## src/rtl/piso_serializer.sv

```systemverilog
// Parallel-in serial-out shifter with a one-word holding buffer; first bit appears the cycle after accept.
// in_ready drops only while the holding buffer is full, so back-to-back words stream with no idle bit.
module piso_serializer #(
  parameter int WIDTH     = 4,
  parameter bit MSB_FIRST = 1'b1
) (
  input  logic             clk,
  input  logic             rst,
  input  logic [WIDTH-1:0] parallel_in,
  input  logic             in_valid,
  output logic             in_ready,
  output logic             serial_out,
  output logic             out_valid,
  output logic             first_bit,
  output logic             last_bit,
  output logic             busy
);

  localparam int CW = $clog2(WIDTH);
  localparam logic [CW-1:0] LAST_CNT = CW'(WIDTH - 1);

  typedef enum logic {
    IDLE  = 1'b0,
    SHIFT = 1'b1
  } state_t;

  state_t           state, state_nxt;
  logic [WIDTH-1:0] shift_q, shift_nxt;
  logic [WIDTH-1:0] hold_q, hold_nxt;
  logic [CW-1:0]    bit_cnt, bit_cnt_nxt;
  logic             hold_full, hold_full_nxt;
  logic             xfer;
  logic             at_last;
  logic [WIDTH-1:0] shifted;

  assign in_ready = rst & ~hold_full;
  assign xfer     = in_valid & in_ready;
  assign at_last  = (state == SHIFT) && (bit_cnt == LAST_CNT);
  assign shifted  = MSB_FIRST ? {shift_q[WIDTH-2:0], 1'b0} : {1'b0, shift_q[WIDTH-1:1]};

  always_ff @(posedge clk or negedge rst) begin
    if (!rst) begin
      state     <= IDLE;
      shift_q   <= '0;
      hold_q    <= '0;
      bit_cnt   <= '0;
      hold_full <= 1'b0;
    end else begin
      state     <= state_nxt;
      shift_q   <= shift_nxt;
      hold_q    <= hold_nxt;
      bit_cnt   <= bit_cnt_nxt;
      hold_full <= hold_full_nxt;
    end
  end

  always_comb begin
    state_nxt     = state;
    shift_nxt     = shift_q;
    hold_nxt      = hold_q;
    bit_cnt_nxt   = bit_cnt;
    hold_full_nxt = hold_full;
    case (state)
      IDLE: begin
        if (xfer) begin
          shift_nxt   = parallel_in;
          bit_cnt_nxt = '0;
          state_nxt   = SHIFT;
        end
      end
      SHIFT: begin
        if (at_last) begin
          // Held word has priority; in_ready is already low when it exists.
          bit_cnt_nxt = '0;
          if (hold_full) begin
            shift_nxt     = hold_q;
            hold_full_nxt = 1'b0;
          end else if (xfer) begin
            shift_nxt = parallel_in;
          end else begin
            shift_nxt = shifted;
            state_nxt = IDLE;
          end
        end else begin
          shift_nxt   = shifted;
          bit_cnt_nxt = bit_cnt + CW'(1);
          if (xfer) begin
            hold_nxt      = parallel_in;
            hold_full_nxt = 1'b1;
          end
        end
      end
      default: state_nxt = IDLE;
    endcase
  end

  assign out_valid  = (state == SHIFT);
  assign serial_out = out_valid & (MSB_FIRST ? shift_q[WIDTH-1] : shift_q[0]);
  assign first_bit  = out_valid & (bit_cnt == '0);
  assign last_bit   = at_last;
  assign busy       = out_valid | hold_full;

endmodule

```

## config.mk

```make
export PLATFORM = sky130hd
export DESIGN_NAME = piso_serializer
export DESIGN_NICKNAME = d
export VERILOG_FILES = /design/src/rtl/piso_serializer.sv
export SDC_FILE = /design/constraint.sdc
export NUM_CORES = 1
export LEC_CHECK = 0
export ABC_AREA = 0
export CORE_MARGIN = 4
export CORE_UTILIZATION = 47
export CTS_BUF_LIST = sky130_fd_sc_hd__clkbuf_4
export CTS_CLUSTER_DIAMETER = 50
export DETAILED_ROUTE_END_ITERATION = 8
export GPL_ROUTABILITY_DRIVEN = 0
export PLACE_DENSITY = 0.76
export SLEW_MARGIN = 0
export SYNTH_ARGS = -nofsm -noshare
export SYNTH_HDL_FRONTEND = slang
export SYNTH_SLANG_ARGS = --single-unit
```

## constraint.sdc

```tcl
create_clock -name clk -period 1.33 [get_ports clk]
set_input_delay 0.266 -clock clk [delete_from_list [all_inputs] [get_ports clk]]
set_output_delay 0.266 -clock clk [all_outputs]
set_load 0.02 [all_outputs]
```

# Word level (Yosys, flattened, before mapping)
# Cells that the tools add are included.
[totals]
word_cells = 35
input_bits = 7
register_bits = 12
output_inout_bits = 6
[classes]
n_addsub = 1
n_bitwise = 8
n_mux = 14
n_eq_ne = 2
n_reduce_logical = 5
[op_table]
columns = ["operator", "n"]
rows = [
  ["4-bit two-way mux", 4],
  ["4-bit case mux with 2 select lines", 1],
  ["1-bit two-way mux", 5],
  ["1-bit AND", 4],
  ["2-bit two-way mux", 2],
  ["2-bit case mux with 2 select lines", 1],
  ["1-bit inverter", 3],
  ["3-bit AND reduction", 1],
  ["2-bit by 1-bit adder with 2-bit output, second input constant", 1],
  ["2-bit == test, second input constant", 1],
  ["2-bit zero test", 1],
  ["2-bit inequality test, second input constant", 1],
  ["1-bit case mux with 2 select lines", 1],
  ["2-bit AND reduction", 1],
  ["2-bit nonzero test", 1],
  ["1-bit logical AND", 1],
  ["1-bit OR", 1],
]

# Depth between registers and ports, before layout
[depth]
depth_word = 7
mapped_depth = 5
ltp_nobuf = 4

# Worst setup path before layout
# Ideal clock, no wire load.
[synth_timing]
path_type = "reg-to-reg"
startpoint = "register bit_cnt[0]"
endpoint = "register hold_q[0]"
arrival_ns = 1.281
slack_ns = -0.076
period_less_slack_ns = 1.406
n_path_buf = 1
stages_incl_launch_ff = 5
setup_time_ns = 0.125
required_time_ns = 1.205
path_cell_list = "dfrtp_1 -> ha_1 -> buf_2 -> nor3_4 -> mux2_2"
[synth_via]
elab_chain_cells = 4
[synth_lines]
columns = ["item", "line", "rtl"]
rows = [
  ["start, declared", "30", "logic [CW-1:0] bit_cnt, bit_cnt_nxt;"],
  ["start signal, assigned", "52", "bit_cnt <= bit_cnt_nxt;"],
  ["2-bit == test", "38", "assign at_last = (state == SHIFT) && (bit_cnt == LAST_CNT);"],
  ["1-bit logical AND", "38", ""],
  ["1-bit inverter (no line)", "--", ""],
  ["3-bit AND reduction (no line)", "--", ""],
  ["end signal, assigned", "51", "hold_q <= hold_nxt;"],
  ["end, declared", "29", "logic [WIDTH-1:0] hold_q, hold_nxt;"],
]
# Every way passes these cells.
# A chain may end at the register's enable or synchronous reset.

# Worst setup path after layout
[layout_timing]
startpoint = "register bit_cnt[1]"
endpoint = "output port last_bit"
[layout_via]
elab_chain_cells = 2
[layout_lines]
columns = ["item", "line", "rtl"]
rows = [
  ["2-bit == test", "38", ""],
  ["1-bit logical AND", "38", ""],
  ["end, declared", "15", "output logic last_bit,"],
]
# Every way passes these cells.

==> results.rst <==
.. list-table::
   :header-rows: 1

   * - Metric
     - Value
   * - Clock Tree Root
     - sky130_fd_sc_hd__clkbuf_4
   * - Starting utilization of the core area
     - 0.5227
   * - Peak per-stage delay on the critical path
     - 0.40 ns
   * - FF+latch count, synth
     - 12
   * - Library cells used by synthesis
     - 28
   * - Core Rows
     - 13
   * - Crit start category
     - flop
   * - RSZ-0062 raised after global routing
     - yes
   * - Number of global-route vias before repair
     - 656
   * - Vias per inst
     - around 5.7
   * - Slew at the pin closest to its max-slew limit
     - ~0.25 ns
   * - Final core utilization
     - 0.7970
   * - Total of buffers placed on input and output ports
     - 12
   * - Slew HR
     - 0.8310
   * - Min-delay worst type
     - primary input to async pin
   * - Final antenna-violating net count
     - 0
   * - Global Route Usage Sum
     - 0.1856
   * - IR Drop Worst-Case VDD
     - about 0.0015 V
   * - Total congestion overflow
     - 0
   * - Syn nets
     - 75
   * - Post-synthesis share of cell area spent on xor and xnor gates
     - 0
   * - Floorplan die height
     - 46.75 um
   * - Total of endpoints with negative setup slack in the final report
     - 11
   * - Total clock buffers created by CTS
     - 3
   * - Clock-pin transition on the worst setup and hold timing paths
     - 0.07 ns
   * - Wire length of the first global-routing pass
     - roughly 2.8 mm
   * - DRT iter0 DRCs
     - 7
   * - Die area
     - 2186 um^2
   * - H-tree depth reported by CTS
     - 1
   * - Worst Clk Skew
     - 0.004140 ns
   * - DRT Pass-1 Iters
     - 4
   * - Crit. End Element
     - output pin
   * - Total DRC errors in the routed layout
     - 0
   * - Portion of the post-synthesis area used by sequential elements
     - 0.4255
   * - Post-route clock period utilization
     - 1.086
   * - Average cell area after synthesis
     - 10.69 um^2
   * - Fraction of the mapped netlist area in adder cells
     - 0.03546
   * - Wirelength, routed
     - between 1.5 and 2 mm
   * - Number of hold violations in the final report
     - 0
   * - Arrival time reported for the critical path endpoint
     - roughly 1.2 ns
   * - Post-synthesis compound-gate area fraction
     - 0.1578
   * - Internal power
     - 0.001519 W
   * - Total count of max-transition violations in the final report
     - 0
   * - Fillers
     - 97
   * - Async set or reset register ratio after synthesis
     - 1.000
   * - TritonCTS clock tree
     - built
   * - Area of the mapped netlist
     - roughly 700 um^2
   * - Diodes inserted
     - 0
   * - Post-layout minimum cycle time
     - 1.445 ns
   * - Clock group share of total power
     - 0.088
   * - Die Wd
     - 46.75 um
   * - Area of the core region
     - 1350 um^2
   * - Run status
     - finished with violations
   * - CTS sink count
     - 12
   * - Layout overhead on the synthesized area
     - 52.48%
   * - NetSw
     - 0.0009186 W
   * - Post-synthesis instance total
     - 66
   * - Violations in the final reports
     - setup timing
   * - Total number of vias
     - 654
   * - Estimated wirelength of the detail-placed design
     - about 1.2 mm
   * - Largest family of logic cells by synthesized area
     - simple AND/OR/NAND/NOR gates
   * - Smallest setup slack after layout
     - -0.1150 ns
   * - Setup slack after placement
     - -0.4941 ns
   * - Insertion delay to the later sink of the worst-skew pair
     - 0.26 ns
   * - Max-Cap Viols
     - 0
   * - Mux contribution to synthesized area
     - 0.09397
   * - CP Data Required Time
     - roughly 1.1 ns
   * - Average wire per standard cell
     - 15.91 um
   * - Boundary Pins
     - 13
   * - Worst Path Class, Setup
     - flop to output pin
   * - Post-Synth Simple-Gate Area
     - 0.2465
   * - Ratio of cells with drive above 1 in the final layout
     - 0.4848
   * - Combinational Power Share
     - 0.620
   * - Antenna violations before repair
     - 0
   * - Maximum clock frequency
     - 692.0 MHz
   * - Post-Place Cell Area
     - 953.4 um^2
   * - PD cells
     - ~2300 nW/um^2
   * - Final-stage net count
     - 110
   * - Final non-filler cell area
     - 1076 um^2
   * - Sw Ratio
     - 0.3769
   * - Sequential share of power
     - 0.292
   * - Prevailing post-synth register cell
     - sky130_fd_sc_hd__dfrtp_1
   * - Critical path peak fanout
     - 2
   * - Clock buffer depth
     - 2
   * - Count of flip-flops with a built-in enable after synthesis
     - 0
   * - Critical path's slowest cell
     - sky130_fd_sc_hd__dfrtp_1
   * - Pin count of the biggest net entering global routing
     - 17
   * - Static Leak
     - 0.5168 nW
   * - Cells along the critical path
     - ha_2, and2_1, buf_6
   * - Total of warnings raised by yosys
     - 0
[final cells by class]
cell class | instances | area, um^2 | share of cell area
tap | 15 | 18.77 | 0.01744
clock buffer | 3 | 22.52 | 0.02093
timing repair buffer | 33 | 304.0 | 0.2826
inverter | 4 | 15.01 | 0.01395
sequential | 12 | 302.8 | 0.2814
multi-input combinational | 47 | 412.9 | 0.3837
[power by group through the flow]
stage / clock network [W] / logic [W] / registers, W
after global placement: 0 / 0.00117 / 0.000691
after detailed placement: 0 / 0.00119 / 0.000703
after global routing: 0.000241 / 0.00161 / 0.000739
after CTS: 0.000223 / 0.00127 / 0.000699
final: 0.000215 / 0.00151 / 0.000711
after floorplan: 0 / 0.000757 / 0.000668
[layout by cell type (no fill, tap or decap), types with 3 or more instances in the layout]
master / count
sky130_fd_sc_hd__and2_1: 3
sky130_fd_sc_hd__inv_2: 3
sky130_fd_sc_hd__dfrtp_1: 10
sky130_fd_sc_hd__clkdlybuf4s50_1: 5
sky130_fd_sc_hd__a31oi_1: 3
sky130_fd_sc_hd__clkbuf_4: 3
sky130_fd_sc_hd__buf_4: 14
sky130_fd_sc_hd__a211o_1: 3
sky130_fd_sc_hd__nor2_1: 3
sky130_fd_sc_hd__mux2_4: 4
sky130_fd_sc_hd__buf_6: 12
[state kept, by name (all words and copies together) (netlist names)]
register / flops
out_valid: 1
hold_q: 4
hold_full: 1
bit_cnt: 2
shift_q: 4
[final timing paths]
check                                             from                endpoint  slack, ns  depth (start not counted)
min in group clk                 hold_q[2]$_DFFE_PN0P_   hold_q[2]$_DFFE_PN0P_       0.52                          1
worst min-delay path                               rst  bit_cnt[0]$_DFFE_PN0P_       0.16                          2
max in group asynchronous                          rst   hold_full$_DFFE_PN0P_       1.01                          2
worst max register to register  bit_cnt[1]$_DFFE_PN0P_   hold_q[0]$_DFFE_PN0P_      -0.12                          5
worst max-delay path            bit_cnt[1]$_DFFE_PN0P_                last_bit      -0.12                          3
worst min register to register   hold_q[2]$_DFFE_PN0P_   hold_q[2]$_DFFE_PN0P_       0.52                          1
[metrics by stage]
step	cells	hold WS, ns	setup TNS [ns]	total power, W
global route	114	0.1594	-1.459	0.002591
finish	114	0.1555	-0.9538	0.002437
floorplan	66	-0.02959	-0.1756	0.001425
detailed placement	104	0.5058	-5.363	0.001893
CTS	110	0.1453	-1.070	0.002187
global placement	104	0.4878	-5.438	0.001857
[repair_timing]
item	in CTS	in global routing
hold buffers	0	0
endpoints found under the setup margin	17	14
resized for setup	39	15
setup buffers	3	4
pin swaps	6	8
[layer usage]
metal	part of all wire	GRT usage	wire length, um	vias to the layer above
li1	-	-	-	310
met1	0.45	0.2262	816	321
met2	0.48	0.3159	866	17
met3	0.044	0.02299	79	6
met4	0.028	0.1050	51	0
met5	0	0	0	-
[cell families after synthesis]
family | count (synthesis)
AOI/OAI and AO/OA | 15
adders and majority gates | 2
buffers and inverters | 7
DFF | 12
muxes | 6
and+or+nand+nor | 24
[Yosys cell counts (3+ instances only)]
| cell | instances | share of area |
|---|---|---|
| sky130_fd_sc_hd__dfrtp_1 | 12 | 0.43 |
| sky130_fd_sc_hd__o21ai_0 | 3 | 0.021 |
| sky130_fd_sc_hd__inv_1 | 4 | 0.021 |
| sky130_fd_sc_hd__nor2b_1 | 3 | 0.027 |
| sky130_fd_sc_hd__nor2_1 | 3 | 0.016 |
| sky130_fd_sc_hd__nand2b_1 | 3 | 0.027 |
| sky130_fd_sc_hd__mux2_2 | 5 | 0.080 |
| sky130_fd_sc_hd__and3b_1 | 3 | 0.037 |
| sky130_fd_sc_hd__a31oi_1 | 3 | 0.027 |
| sky130_fd_sc_hd__a211o_1 | 3 | 0.037 |
| sky130_fd_sc_hd__and2_1 | 3 | 0.027 |
[worst max-delay path: cells and delay by family (launching register included)]
family,cells,cell delay [ns]
fa+ha+maj,1,0.19
buf+inv,1,0.13
flops,1,0.40
simple gates,1,0.18
Note: power is estimated with default switching activity, not from simulation.
